===== src/rtl/fpga_robots_game_tm_arbiter_pkg.sv =====
// Shared tile-map geometry and lock FSM encodings for the tile map port arbiter.
package fpga_robots_game_tm_arbiter_pkg;

  localparam int TM_AW = 13;
  localparam int TM_DW = 8;

  localparam logic [0:0] LK_IDLE   = 1'b0;
  localparam logic [0:0] LK_LOCKED = 1'b1;

endpackage


===== src/rtl/fpga_robots_game_tm_arbiter_rr_pick.sv =====
// Rotate-by-pointer priority encoder: first set request at or after ptr, searching upward mod NREQ.
module fpga_robots_game_rr_pick #(
  parameter int NREQ = 3,
  parameter int PW   = $clog2(NREQ)
) (
  input  logic [NREQ-1:0] req,
  input  logic [PW-1:0]   ptr,
  output logic [NREQ-1:0] gnt,
  output logic [PW-1:0]   idx
);

  logic          found;
  logic [PW:0]   pos;

  // Walk the requests starting at the pointer; the first hit wins.
  always_comb begin
    gnt   = '0;
    idx   = '0;
    found = 1'b0;
    pos   = '0;
    for (int k = 0; k < NREQ; k++) begin
      pos = {1'b0, ptr} + (PW+1)'(k);
      if (pos >= (PW+1)'(NREQ)) begin
        pos = pos - (PW+1)'(NREQ);
      end else begin
        pos = pos;
      end
      if (!found && req[pos[PW-1:0]]) begin
        found              = 1'b1;
        gnt[pos[PW-1:0]]   = 1'b1;
        idx                = pos[PW-1:0];
      end else begin
        found = found;
      end
    end
  end

endmodule


===== src/rtl/fpga_robots_game_tm_arbiter.sv =====
// Round-robin arbiter sharing the video tile map port, with read-data return routing
// and an optional exclusive lock for read-modify-write sequences.
module fpga_robots_game_tm_arbiter
  import fpga_robots_game_tm_arbiter_pkg::*;
#(
  parameter int NREQ     = 3,
  parameter int RD_LAT   = 1,
  parameter int LOCK_MAX = 255
) (
  input  logic                    clk,
  input  logic                    rst,
  input  logic [NREQ-1:0]         rq_val,
  input  logic [TM_AW*NREQ-1:0]   rq_adr,
  input  logic [NREQ-1:0]         rq_wen,
  input  logic [TM_DW*NREQ-1:0]   rq_wrt,
  input  logic [NREQ-1:0]         rq_lck,
  output logic [NREQ-1:0]         rq_gnt,
  output logic [NREQ-1:0]         rd_vld,
  output logic [TM_DW-1:0]        rd_dat,
  output logic                    lk_tmo,
  output logic [TM_AW-1:0]        tm_adr,
  output logic [TM_DW-1:0]        tm_wrt,
  output logic                    tm_wen,
  input  logic [TM_DW-1:0]        tm_red
);

  localparam int         PW     = $clog2(NREQ);
  localparam logic [7:0] LK_LIM = 8'(LOCK_MAX);
  localparam logic [7:0] LK_PRE = 8'(LOCK_MAX - 1);

  logic [PW-1:0]            ptr;
  logic [0:0]               lk_state;
  logic [PW-1:0]            lk_own;
  logic [7:0]               lk_cnt;
  logic [NREQ-1:0]          elig;
  logic [NREQ-1:0]          pick_gnt;
  logic [PW-1:0]            pick_idx;
  logic                     acc;
  logic                     acc_wen;
  logic                     acc_lck;
  logic [TM_AW-1:0]         acc_adr;
  logic [TM_DW-1:0]         acc_wrt;
  logic [RD_LAT:0]          pipe_vld;
  logic [RD_LAT:0][PW-1:0]  pipe_own;

  // While locked only the owner is eligible; once the idle count expires nobody is,
  // so the timeout cycle itself never grants.
  always_comb begin
    elig = rq_val;
    if (lk_state == LK_LOCKED) begin
      if (lk_cnt == LK_LIM) begin
        elig = '0;
      end else begin
        elig = rq_val & (NREQ'(1) << lk_own);
      end
    end else begin
      elig = rq_val;
    end
  end

  fpga_robots_game_rr_pick #(.NREQ(NREQ), .PW(PW)) u_pick (
    .req (elig),
    .ptr (ptr),
    .gnt (pick_gnt),
    .idx (pick_idx)
  );

  assign rq_gnt  = rst ? '0 : pick_gnt;
  assign acc     = |rq_gnt;
  assign acc_wen = |(rq_wen & rq_gnt);
  assign acc_lck = |(rq_lck & rq_gnt);

  // One-hot mux of the granted requester's address and write data.
  always_comb begin
    acc_adr = '0;
    acc_wrt = '0;
    for (int i = 0; i < NREQ; i++) begin
      acc_adr = acc_adr | (rq_adr[i*TM_AW +: TM_AW] & {TM_AW{rq_gnt[i]}});
      acc_wrt = acc_wrt | (rq_wrt[i*TM_DW +: TM_DW] & {TM_DW{rq_gnt[i]}});
    end
  end

  // Pointer, lock FSM with idle counter, and the tile map port registers.
  always_ff @(posedge clk) begin
    if (rst) begin
      ptr      <= '0;
      lk_state <= LK_IDLE;
      lk_own   <= '0;
      lk_cnt   <= 8'd0;
      lk_tmo   <= 1'b0;
      tm_adr   <= '0;
      tm_wrt   <= '0;
      tm_wen   <= 1'b0;
    end else begin
      tm_wen <= acc & acc_wen;
      lk_tmo <= 1'b0;
      if (acc) begin
        ptr    <= (pick_idx == PW'(NREQ - 1)) ? '0 : pick_idx + PW'(1);
        tm_adr <= acc_adr;
        tm_wrt <= acc_wrt;
      end
      case (lk_state)
        LK_IDLE: begin
          if (acc && acc_lck) begin
            lk_state <= LK_LOCKED;
            lk_own   <= pick_idx;
            lk_cnt   <= 8'd0;
          end
        end
        LK_LOCKED: begin
          if (acc) begin
            lk_cnt <= 8'd0;
            if (!acc_lck) begin
              lk_state <= LK_IDLE;
            end
          end else if (lk_cnt == LK_LIM) begin
            lk_state <= LK_IDLE;
          end else begin
            lk_cnt <= lk_cnt + 8'd1;
            lk_tmo <= (lk_cnt == LK_PRE);
          end
        end
        default: lk_state <= LK_IDLE;
      endcase
    end
  end

  // Read-owner pipe: stage RD_LAT lines up with tm_red, which is then registered out.
  always_ff @(posedge clk) begin
    if (rst) begin
      pipe_vld <= '0;
      pipe_own <= '0;
      rd_vld   <= '0;
      rd_dat   <= '0;
    end else begin
      pipe_vld[0] <= acc & ~acc_wen;
      pipe_own[0] <= pick_idx;
      for (int s = 1; s <= RD_LAT; s++) begin
        pipe_vld[s] <= pipe_vld[s-1];
        pipe_own[s] <= pipe_own[s-1];
      end
      rd_vld <= pipe_vld[RD_LAT] ? (NREQ'(1) << pipe_own[RD_LAT]) : '0;
      if (pipe_vld[RD_LAT]) begin
        rd_dat <= tm_red;
      end
    end
  end

endmodule


===== config.mk =====
export PLATFORM = sky130hd
export DESIGN_NAME = fpga_robots_game_tm_arbiter
export DESIGN_NICKNAME = d
export VERILOG_FILES = /design/src/rtl/fpga_robots_game_tm_arbiter_pkg.sv /design/src/rtl/fpga_robots_game_tm_arbiter_rr_pick.sv /design/src/rtl/fpga_robots_game_tm_arbiter.sv
export SDC_FILE = /design/constraint.sdc
export NUM_CORES = 1
export LEC_CHECK = 0
export ABC_AREA = 1
export CAP_MARGIN = 30
export CORE_ASPECT_RATIO = 0.8
export CORE_MARGIN = 2
export CORE_UTILIZATION = 30
export CTS_BUF_LIST = sky130_fd_sc_hd__clkbuf_16
export CTS_CLUSTER_DIAMETER = 60
export DETAILED_ROUTE_END_ITERATION = 10
export PLACE_DENSITY = 0.72
export SYNTH_ARGS = -nofsm -noshare
export SYNTH_HDL_FRONTEND = slang
export SYNTH_HIERARCHICAL = 1
export SYNTH_SLANG_ARGS = --single-unit

===== constraint.sdc =====
create_clock -name clk -period 5.1 [get_ports clk]
set_input_delay 0.51 -clock clk [delete_from_list [all_inputs] [get_ports clk]]
set_output_delay 0.51 -clock clk [all_outputs]
set_load 0.01 [all_outputs]

Word level (Yosys, flattened, before mapping)
Index checks and enable logic that the tools add are counted.
Widths: inputs -> output; s select.
- add/subtract/negate cells: 7
- multiply operators: 0
- div/mod/pow operators: 0
- $lt $le $gt $ge: 9
- equality and inequality tests: 5
- shifts and indexed selects: 2
- muxes and demuxes: 36
- bitwise logic cells: 20
- reductions and logical operators: 15
- operators with widths (operator ; count):
    $and 13x13->13 ; 3
    $or 13x13->13 ; 2
    $and 8x8->8 ; 3
    $mux 8 ; 3
    $mux 3 ; 6
    $eq 8x8->1 const B ; 2
    $or 8x8->8 ; 2
    $pmux 8 s2 ; 1
    $mux 2 ; 7
    $mux 1 ; 12
    $and 3x3->3 ; 3
    $lt 2x3->1 const B ; 3
    $reduce_or 3->1 ; 3
    $add 8x1->8 const B ; 1
    $bmux 1 s2 ; 3
    $demux 1 s2 ; 3
    $ge 2x1->1 const B ; 3
    $ge 3x2->1 const B ; 2
    $logic_and 1x1->1 ; 6
    $or 3x3->3 ; 2
    $reduce_or 6->1 ; 1
    $shl 1x2->3 const A ; 2
    $sub 2x2->2 const B ; 3
    $reduce_and 2->1 ; 2
    12 further kinds ; 16
- bits in registers: 53
- bits in latches: 0
- memory bits (writable): 0
- memory bits (read-only): 0
- input bits: 82
- output and inout bits: 37
- logic and storage cells: 107
- memories: 0

Longest topological paths before layout
Gate-level depths: netlist (run 1).
- depth in word-level cells: 19
- mapped depth: 25
- depth with buffers taken out: 24

Hierarchy
The synthesis (run 1) kept the hierarchy.
- modules (own cells, without submodules) (module ; instances ; cells an instance ; area each (um^2) ; seq. area each (um^2)):
    fpga_robots_game_tm_arbiter ; 1 ; 337 ; 2379.8 ; 1061.0
    fpga_robots_game_rr_pick ; 1 ; 62 ; 316.6 ; 0.0

Worst setup path before layout (run 1)
No wires, ideal clock.
- path kind: register to output
- from: reg lk_cnt[0]
- to: out rq_gnt[1]
- arrival time: 2.406 ns
- data required time: 4.590 ns
- setup slack: 2.184 ns
- cell stages (with the launch flop): 20
- path buffers: 2
- path through: dfxtp_1 ha_1 inv_1 nor2_1 inv_1 nor2_2 inv_1 nand3_1 a21boi_0 inv_2 o21ai_2 nand2_4 nand3_1 nand2_2 inv_2 nand2_1 buf_2 nand2_1 clkinv_1 buf_2
- longest elaborated chain between the ends: 13
- elaborated cells between the ends (all ways): 21
- classes of those cells: eq/ne (1); mux (14); bitwise (2); reduce/logical (4)
- RTL lines (item ; line ; source):
    start, declared ; fpga_robots_game_tm_arbiter.sv:34 ; logic [7:0] lk_cnt;
    start signal, assigned ; fpga_robots_game_tm_arbiter.sv:119 ; lk_cnt <= lk_cnt + 8'd1;
    $eq 8x8->1 (*) ; fpga_robots_game_tm_arbiter.sv:51 ; if (lk_cnt == LK_LIM) begin
    $mux 3 (*) ; fpga_robots_game_tm_arbiter.sv:51 ;
    $mux 3 (*) ; fpga_robots_game_tm_arbiter.sv:50 ; if (lk_state == LK_LOCKED) begin
    named net elig[2] ; fpga_robots_game_tm_arbiter.sv:35 ; logic [NREQ-1:0] elig;
    $bmux 1 s2 ; fpga_robots_game_tm_arbiter_rr_pick.sv:28 ; if (!found && req[pos[PW-1:0]]) begin
    $mux 1 (implied by the code) ; fpga_robots_game_tm_arbiter_rr_pick.sv:28 ;
    $mux 1 ; fpga_robots_game_tm_arbiter_rr_pick.sv:28 ;
    $logic_not 1->1 ; fpga_robots_game_tm_arbiter_rr_pick.sv:28 ;
    $logic_and 1x1->1 ; fpga_robots_game_tm_arbiter_rr_pick.sv:28 ;
    $mux 1 ; fpga_robots_game_tm_arbiter_rr_pick.sv:28 ;
    $logic_not 1->1 ; fpga_robots_game_tm_arbiter_rr_pick.sv:28 ;
    $logic_and 1x1->1 ; fpga_robots_game_tm_arbiter_rr_pick.sv:28 ;
    $mux 3 (*) ; fpga_robots_game_tm_arbiter_rr_pick.sv:28 ;
    named net pick_gnt[1] ; fpga_robots_game_tm_arbiter.sv:36 ; logic [NREQ-1:0] pick_gnt;
    $mux 3 (*) ; fpga_robots_game_tm_arbiter.sv:68 ; assign rq_gnt = rst ? '0 : pick_gnt;
    end, declared ; fpga_robots_game_tm_arbiter.sv:17 ; output logic [NREQ-1:0] rq_gnt,
The timed path passes the listed nets; every way through them passes the cells marked *. The select of a mux whose other input is x is not followed.

Worst setup path after layout (run 1)
- from: reg lk_cnt[1]
- to: out rq_gnt[2]
The elaborated chain is that of the path after synthesis.

==> results.json, run 1 <==
{
  "cts_resized": 0,
  "cpMostUsedCell": "inv_1",
  "cellPowerDensity_nw_per_um2": 483,
  "drv_slew": 0,
  "syn_inst": 399,
  "vias": 2921,
  "ys.warnings.count": 6,
  "wl_per_cell_um": 12.5,
  "hold_path.class": "flip-flop to flip-flop",
  "leakagePower_nw": 1.60,
  "pre_cts_ws_ns": 1.22,
  "place_hpwl_um": 5870,
  "synth_top_area_frac": 0.394,
  "clkLatencyLatePin_ns": 0.29,
  "grtUsageTotal": 0.163,
  "fin_util": 0.478,
  "syn_area_um2": 2700,
  "coreArea_um2": 8600,
  "place_area_um2": 3960,
  "start_util": 0.314,
  "clock_skew_ns": 0.00718,
  "startpoint_type": "flip-flop",
  "dieHeight_um": 88.8,
  "ff2ff_path_depth": 20,
  "synth_fp_nets": 487,
  "fin_area_um2": 4110,
  "postRouteAntennaNets": 0,
  "crit_chain": "ha_1 > inv_1 > nor2_1 > inv_1 > nor2_2 > inv_1 > nand3_1 > a21boi_0 > inv_2 > o21ai_2 > nand2_4 > nand3_1 > nand2_1 > inv_1 > nand2_1 > nand2_1 > inv_1 > clkdlybuf4s50_1",
  "yosys.area.top_type": "dfxtp_1",
  "whs_ns": 0.410,
  "worstPathArrival_ns": 3.69,
  "drtIter0Drc": 122,
  "antennaDiodeCount": 0,
  "cts_buffers": 5,
  "timing.final.crit_share": 0.823,
  "worstSetupPathType": "flip-flop to output port",
  "cts_sinks": 53,
  "finalHoldViolCount": 0,
  "nets": 599,
  "antenna_found_initial": 0,
  "cts-htree-levels": 2,
  "setup_slack_ns": 0.903,
  "end_kind": "output port",
  "avgSynthCellArea_um2": 6.76,
  "path_clk_slew_ns": 0.07,
  "rsz0062_at_grt": "false",
  "irDropWorstVdd_uv": 272,
  "max_freq_mhz": 238,
  "overflow": 0,
  "synth_seq_cells": 53,
  "slowest_delay_ns": 0.67,
  "worst_slew_pin_slew_ns": 0.772,
  "maxSlewHeadroom": 0.485,
  "cp.required_ns": 4.59,
  "die_w_um": 110,
  "grt_max_degree": 33,
  "drive_gt1_frac": 0.0586,
  "clockBufferDepth": 2,
  "status": "finished, final reports clean",
  "cts_tree": "yes",
  "yosysSeqAreaShare": 0.394,
  "cts_setup_buffers": 0,
  "setup_viol": 0,
  "layout_min_cycle_time_ns": 4.20,
  "num_rows": 30,
  "syn_to_final_growth_pct": 52.4,
  "grt_pass1_vias": 2801,
  "critPathMaxFanout": 23,
  "holdBufCountCts": 0,
  "slowest_stage": "clkdlybuf4s50_1",
  "wl_um": 7820,
  "cts_root_buf": "clkbuf_16",
  "hold_path_depth": 2,
  "dieArea_um2": 9770,
  "fillCellCount": 853,
  "pin_count": 119,
  "drv_cap": 0,
  "synthTopCellsByArea": "dfxtp_1 (39%), nand2_1 (20%), a41oi_1 (6.8%)",
  "synthDistinctLibCells": 27,
  "drc": 0,
  "port_buffers": 118,
  "vias_per_cell": 4.68,
  "setup_tns_ns": 0,
  "gp_congestion": 0.805,
  "drt_pass1_iterations": 4,
  "grt_pass1_wl_um": 12600
}
-- kinds of logic after synthesis --
family,after synthesis,share of synthesized area
and+or+nand+nor,229,0.360
buffers and inverters,65,0.0984
DFF,53,0.394
adders and majority gates,6,0.0278
AOI/OAI and AO/OA,46,0.121
-- cell usage after synthesis --
cell and count:
a21oi_1 7, o31ai_1 2, nand2_4 2, dfxtp_1 53, nand2_1 144, o21ai_2 1
o21ai_0 11, nor2_2 1, a21boi_0 3, nand2_2 4, buf_4 2, buf_6 1
inv_2 7, nand3_2 2, inv_1 38, nand4_1 6, nor2_4 1, ha_1 6
clkbuf_1 8, clkinv_1 4, buf_2 5, nand4_2 1, nand3_1 27, a41oi_1 21
o21ai_1 1, nor2_1 37, nor3_1 4
-- path summary, 6_finish.rpt --
kind	start	to	slack [ns]
max	lk_cnt[1]	rq_gnt[2]	0.90
max reg2reg	lk_cnt[0]	tm_adr[11]	1.68
min reg2reg	pipe_vld[0]	pipe_vld[1]	0.41
min	pipe_vld[0]	pipe_vld[1]	0.41
-- metal layers --
| metal | up-vias | share of wire | wire, um | GRT usage |
|---|---|---|---|---|
| met3 | 6 | 0.056 | 436 | 0.0353 |
| met5 | - | 0 | 0 | 0 |
| met4 | 0 | 0.011 | 85 | 0.0437 |
| met2 | 80 | 0.49 | 3860 | 0.294 |
| met1 | 1325 | 0.44 | 3440 | 0.196 |
| li1 | 1510 | - | - | - |
-- placed cells by master, fill, tap and decap left out --
| master | instances |
|---|---|
| nor2_4 | 1 |
| inv_1 | 38 |
| nor2_1 | 37 |
| nor3_1 | 4 |
| inv_6 | 1 |
| a21oi_1 | 7 |
| nand2_2 | 4 |
| nand3_2 | 2 |
| clkinv_1 | 4 |
| dfxtp_1 | 53 |
| nor2_2 | 1 |
| o31ai_1 | 2 |
| nand2_1 | 144 |
| clkinv_4 | 1 |
| nand2_4 | 2 |
| o21ai_0 | 11 |
| nand3_1 | 27 |
| clkinvlp_4 | 1 |
| nand4_2 | 1 |
| a41oi_1 | 21 |
| inv_2 | 7 |
| o21ai_2 | 1 |
| nand4_1 | 6 |
| o21ai_1 | 1 |
| ha_1 | 6 |
| a21boi_0 | 3 |
| buf_4 | 3 |
| clkbuf_16 | 5 |
| clkdlybuf4s50_1 | 118 |
-- layout make-up --
cell class / instances / area [um^2] / share of cell area
well taps: 112 / 140 / 0.0341
clock buffers: 5 / 125 / 0.0305
repair buffers: 121 / 1200 / 0.293
flip-flops and latches: 53 / 1060 / 0.258
multi-input cells: 281 / 1370 / 0.333
inverters: 49 / 184 / 0.0448
clock inverters: 3 / 25.0 / 0.00609
-- state kept, by name (all words and copies together), names as in the netlist, 2 cells and up --
name      flops
pipe_vld      2
rd_vld        3
tm_adr       13
pipe_own      4
lk_cnt        8
tm_wrt        8
lk_own        2
rd_dat        8
ptr           2
-- worst max-delay path, delay by kind of cell, from the launching register on --
family / cells / cell delay [ns]
AND/OR/NAND/NOR: 8 / 0.88
flip-flops: 1 / 0.38
buffers and inverters: 7 / 1.70
AO/OA/AOI/OAI: 2 / 0.26
adder cells (fa/ha/maj): 1 / 0.20
-- through the flow --
| stage | total power, mW | std cells |
|---|---|---|
| floorplan | 1.26 | 399 |
| global placement | 1.62 | 616 |
| detailed placement | 1.65 | 616 |
| CTS | 2.00 | 624 |
| global route | 2.16 | 624 |
| finish | 1.98 | 624 |
-- report_power, final --
group / switching, mW / internal [mW] / total [mW] / leakage, nW
Sequential: 0.0755 / 0.545 / 0.621 / 0.434
Combinational: 0.587 / 0.436 / 1.02 / 1.10
Clock: 0.156 / 0.185 / 0.341 / 0.0704
No activity file was read; power rests on OpenSTA's default activity.
==> run 2: changes to the inputs <==
Settings changed: PLACE_DENSITY 0.72 to 0.74.
Clock period 5.1 ns to 3.6 ns, I/O delays scaled along.
==> run 2 against run 1 <==
  * Die area stayed put
  * Routed wire length is 1.5% higher
  * Power is 41% higher
  * Via count hardly changed
  * Critical path type unchanged
  * Highest routed layer unchanged
==> results.json, run 2 (synthesized netlist as in run 1, its figures left out) <==
{
  "path_clk_slew_ns": 0.07,
  "cp.required_ns": 3.24,
  "fillCellCount": 825,
  "maxSlewHeadroom": 0.656,
  "grt_max_degree": 32,
  "worst_slew_pin_slew_ns": 0.516,
  "setup_tns_ns": 0,
  "dr_wl_met3_um": 548,
  "overflow": 0,
  "startpoint_type": "flip-flop",
  "whs_ns": 0.404,
  "drive_gt1_frac": 0.0623,
  "wl_met1_um": 3500,
  "largest-register": "tm_adr",
  "cellPowerDensity_nw_per_um2": 680,
  "num_rows": 30,
  "antennaDiodeCount": 0,
  "vias": 2920,
  "pre_cts_ws_ns": 0.372,
  "grt_pass1_wl_um": 12900,
  "mostFrequentLayoutCell": "nand2_1",
  "dieArea_um2": 9770,
  "critPathMaxFanout": 8,
  "coreArea_um2": 8600,
  "final_cell_mix": "nand2_1 (144), clkdlybuf4s50_1 (117), dfxtp_1 (53), inv_1 (40), nor2_1 (36)",
  "cts_sinks": 53,
  "cts_root_buf": "clkbuf_16",
  "drt_pass1_iterations": 4,
  "drv_slew": 0,
  "die_w_um": 110,
  "antenna_found_initial": 0,
  "setup_slack_ns": 0.191,
  "timing.final.crit_share": 0.947,
  "cts-htree-levels": 2,
  "cts_setup_buffers": 0,
  "clock_skew_ns": 0.00661,
  "irDropWorstVdd_uv": 290,
  "syn_to_final_growth_pct": 52.9,
  "clockBufferDepth": 2,
  "drv_cap": 0,
  "grt_pass1_vias": 2844,
  "cts_tree": "yes",
  "wl_per_cell_um": 12.7,
  "port_buffers": 118,
  "wl_um": 7930,
  "postRouteAntennaNets": 0,
  "drtIter0Drc": 113,
  "start_util": 0.314,
  "leakagePower_nw": 1.63,
  "place_hpwl_um": 6070,
  "nets": 601,
  "holdBufCountCts": 0,
  "drc": 0,
  "clkLatencyLatePin_ns": 0.29,
  "worstPathArrival_ns": 3.05,
  "hold_path.class": "flip-flop to flip-flop",
  "vias_per_cell": 4.66,
  "cts_buffers": 5,
  "grtUsageTotal": 0.165,
  "pin_count": 119,
  "gp_congestion": 0.788,
  "routed.top_layer": "met4",
  "max_freq_mhz": 293,
  "end_kind": "output port",
  "largest_register_ffs": 13,
  "finalHoldViolCount": 0,
  "cts_resized": 0,
  "layout_min_cycle_time_ns": 3.41,
  "worstSetupPathType": "flip-flop to output port",
  "register_area_um2": 1060,
  "setup_viol": 0,
  "status": "finished, final reports clean",
  "multi_input_area_um2": 1380,
  "dr_wl_met2_um": 3840,
  "dieHeight_um": 88.8
}
## run 2: worst paths after layout
kind | startpoint | endpoint | slack, ns | cells after the start
max | lk_cnt[1] | rq_gnt[2] | 0.19 | 18
min reg2reg | pipe_own[1] | pipe_own[3] | 0.40 | 2
min | pipe_own[1] | pipe_own[3] | 0.40 | 2
max reg2reg | lk_cnt[1] | lk_cnt[1] | 0.48 | 24
## run 2: worst max-delay path: stages (launching register included)
cell and delay, ns:
dfxtp_1 0.40, ha_2 0.23, inv_1 0.07, nor2_2 0.15, inv_1 0.08, nor2_2 0.17, inv_1 0.10, nand3_1 0.07
a21boi_1 0.09, nand2_1 0.11, nand3_2 0.11, nand2_4 0.12, nand3_1 0.10, nand2_1 0.07, inv_1 0.03, nand2_1 0.09
nand2_1 0.10, inv_1 0.10, clkdlybuf4s50_1 0.56
## run 2: layout make-up
type | instances | share of cell area
flip-flops and latches | 53 | 0.257
clock buffers | 5 | 0.0304
inverters | 49 | 0.0446
well taps | 112 | 0.0340
multi-input cells | 281 | 0.334
clock inverters | 3 | 0.00364
repair buffers | 123 | 0.296
## run 2: stage by stage
| stage | instance area [um^2] | power (mW) | instances | util |
|---|---|---|---|---|
| global placement | 3970 | 2.32 | 618 | 0.462 |
| global route | 4120 | 3.03 | 626 | 0.479 |
| detailed placement | 3970 | 2.35 | 618 | 0.462 |
| CTS | 4110 | 2.82 | 626 | 0.479 |
| floorplan | 2700 | 1.78 | 399 | - |
| finish | 4120 | 2.80 | 626 | 0.479 |
## run 2: power by group
part | switching [mW] | total (mW) | internal, mW
Combinational | 0.837 | 1.47 | 0.633
Sequential | 0.105 | 0.878 | 0.773
Clock | 0.202 | 0.455 | 0.253
Total | 1.14 | 2.80 | 1.66
## run 2: per-layer routing
layer,global-route usage,vias up
met1,0.203,1318
li1,-,1511
met4,0.0368,0
met3,0.0427,4
met2,0.289,87
met5,0,-
==> run 3: changes to the inputs <==
Settings changed: PLACE_DENSITY 0.74 to 0.73, SYNTH_HIERARCHICAL 1 to default.
==> run 3 against run 2 <==
  * Non-clock buffer count stayed put
  * Synthesized cell count is 3.8% higher
  * Clock power is 4.8% higher
  * Clock-buffer cell count stayed put
  * Sequential cell count stayed put
  * Cell area is 3.1% higher
  * Worst hold slack better by 0.0017 ns
  * Sequential share of layout area is 0.77 points lower
  * Via count is 4.7% higher
  * Register-to-register slack better by 0.48 ns
  * Highest routed layer unchanged
==> results.json, run 3 <==
{
  "coreArea_um2": 9110,
  "overflow": 0,
  "path_clk_slew_ns": 0.07,
  "combPwrFrac": 0.559,
  "vias_per_cell": 4.74,
  "largest_register_ffs": 13,
  "cts_buffers": 5,
  "cts-htree-levels": 2,
  "postRouteAntennaNets": 0,
  "p_sw_frac": 0.440,
  "die_w_um": 113,
  "irDropWorstVdd_uv": 333,
  "grt_max_degree": 32,
  "vias": 3057,
  "synthDistinctLibCells": 35,
  "largest-register": "tm_adr",
  "setup_tns_ns": 0,
  "grtUsageTotal": 0.163,
  "cts_resized": 0,
  "avgSynthCellArea_um2": 6.86,
  "synth-main-ff-cell": "dfxtp_1",
  "worst_slew_pin_slew_ns": 0.448,
  "p_sw_mw": 1.39,
  "wl_per_cell_um": 13.2,
  "synth_fp_nets": 502,
  "critPathMaxFanout": 8,
  "netlist_top_cells_count": "nand2_1 (113), dfxtp_1 (53), nor2_1 (48), a21oi_1 (42), nand3_1 (30)",
  "timing.final.crit_share": 0.865,
  "syn_to_final_growth_pct": 49.5,
  "crit_family": "simple AND/OR/NAND/NOR gates",
  "port_buffers": 118,
  "max_freq_mhz": 321,
  "cts_tree": "yes",
  "dieHeight_um": 91.0,
  "place_area_um2": 4110,
  "clkPwrFrac": 0.152,
  "crit_chain": "ha_1 > inv_1 > nor2_4 > nand2_4 > nand2_2 > nand2_2 > nand3_2 > nand2_4 > nor2_8 > nand4_1 > nand3_1 > nand2_1 > inv_2 > clkdlybuf4s50_1",
  "synth_seq_cells": 53,
  "p_int_mw": 1.76,
  "drc": 0,
  "leakagePower_nw": 1.82,
  "clock_skew_ns": 0.00630,
  "yosys.area.top_type": "dfxtp_1",
  "path_buf_inv": 3,
  "slowest_stage": "clkdlybuf4s50_1",
  "layout_min_cycle_time_ns": 3.12,
  "fin_util": 0.466,
  "finalHoldViolCount": 0,
  "syn_inst": 414,
  "num_rows": 31,
  "antennaDiodeCount": 0,
  "wl_um": 8520,
  "holdBufCountCts": 0,
  "yosysSeqAreaShare": 0.373,
  "fin_area_um2": 4250,
  "drv_slew": 0,
  "final_cell_mix": "clkdlybuf4s50_1 (118), nand2_1 (113), dfxtp_1 (53), nor2_1 (48), a21oi_1 (42)",
  "synth_edf_count": 0,
  "cp.required_ns": 3.24,
  "worstPathArrival_ns": 2.76,
  "end_kind": "output port",
  "maxSlewHeadroom": 0.701,
  "antenna_found_initial": 0,
  "clockBufferDepth": 2,
  "worstSetupPathType": "flip-flop to output port",
  "gp_congestion": 1.02,
  "hold_path.class": "flip-flop to flip-flop",
  "clkLatencyLatePin_ns": 0.30,
  "pin_count": 119,
  "place_hpwl_um": 6450,
  "power.share.sequential": 0.290,
  "startpoint_type": "flip-flop",
  "cellPowerDensity_nw_per_um2": 741,
  "drv_cap": 0,
  "nets": 617,
  "drtIter0Drc": 128,
  "async_flop_share": 0,
  "setup_viol": 0,
  "start_util": 0.312,
  "slowest_delay_ns": 0.55,
  "grt_pass1_vias": 2939,
  "finalPower_mw": 3.15,
  "cts_sinks": 53,
  "cts_root_buf": "clkbuf_16",
  "status": "finished, final reports clean",
  "synth_most_common_cell": "nand2_1",
  "grt_pass1_wl_um": 13800,
  "syn_area_um2": 2840,
  "mostFrequentLayoutCell": "clkdlybuf4s50_1",
  "drive_gt1_frac": 0.0868,
  "cts_setup_buffers": 0,
  "dieArea_um2": 10300,
  "drt_pass1_iterations": 4,
  "ys.warnings.count": 0,
  "synth_top_area_frac": 0.373,
  "synthTopCellsByArea": "dfxtp_1 (37%), nand2_1 (15%), a21oi_1 (7.4%)",
  "rsz0062_at_grt": "false"
}
-- run 3: metrics by stage --
step	setup WS, ns	cells	hold WS, ns
after floorplan	1.36	414	0.388
after global placement	0.919	637	0.395
after detailed placement	0.836	637	0.396
after CTS	0.506	645	0.408
after global routing	0.252	645	0.427
final	0.485	645	0.406
-- run 3: worst paths after layout --
kind	from	endpoint	slack (ns)	cells after the start
worst max-delay path	lk_cnt[0]	rq_gnt[0]	0.48	14
worst min register to register	pipe_vld[0]	pipe_vld[1]	0.41	2
worst max register to register	lk_cnt[0]	tm_wrt[3]	0.96	19
worst min-delay path	pipe_vld[0]	pipe_vld[1]	0.41	2
-- run 3: cell families (layout without fill, tap and decap cells) --
family / count (synthesis) / after routing / synth area share
and+or+nand+nor: 241 / 241 / 0.394
AOI/OAI and AO/OA: 60 / 60 / 0.113
DFF: 53 / 53 / 0.373
buffers and inverters: 51 / 167 / 0.0845
adders and majority gates: 6 / 6 / 0.0264
xor gates and xnor gates: 3 / 3 / 0.00925
-- run 3: power by group through the flow --
stage          registers, mW  clock network (mW)  logic (mW)
4_1_cts                0.912               0.489        1.77
5_1_grt                0.938               0.512        1.95
3_5_place_dp           0.923                   0        1.76
6_report               0.911               0.477        1.76
3_3_place_gp           0.915                   0        1.71
2_1_floorplan          0.954                   0        1.13
-- run 3: worst register-to-register path, cell delays in order (launching register included) --
cell     delay (ns)
dfxtp_1        0.38
ha_1           0.20
inv_1          0.07
nor2_4         0.17
nand2_4        0.10
nand2_1        0.07
nand2_1        0.08
nand2_1        0.08
nand2_1        0.05
nand3_1        0.09
nand2_1        0.14
nand3_1        0.11
nand3_1        0.11
nand2_1        0.21
inv_2          0.06
buf_4          0.21
nand2_1        0.09
nand2_1        0.05
a21oi_1        0.17
a21oi_2        0.08
-- run 3: final cells by class --
class / instances / area [um^2]
multi-input cells: 310 / 1540
repair buffers: 123 / 1220
clock buffers: 5 / 125
clock inverters: 3 / 17.5
inverters: 36 / 143
well taps: 115 / 144
fillers: 888 / 4870
flip-flops and latches: 53 / 1060
-- run 3: layer usage --
layer	up-vias	GRT usage	wire [um]
met5	-	0	0
met3	16	0.0254	514
met2	101	0.274	3990
li1	1564	-	-
met4	0	0.0732	189
met1	1376	0.205	3820
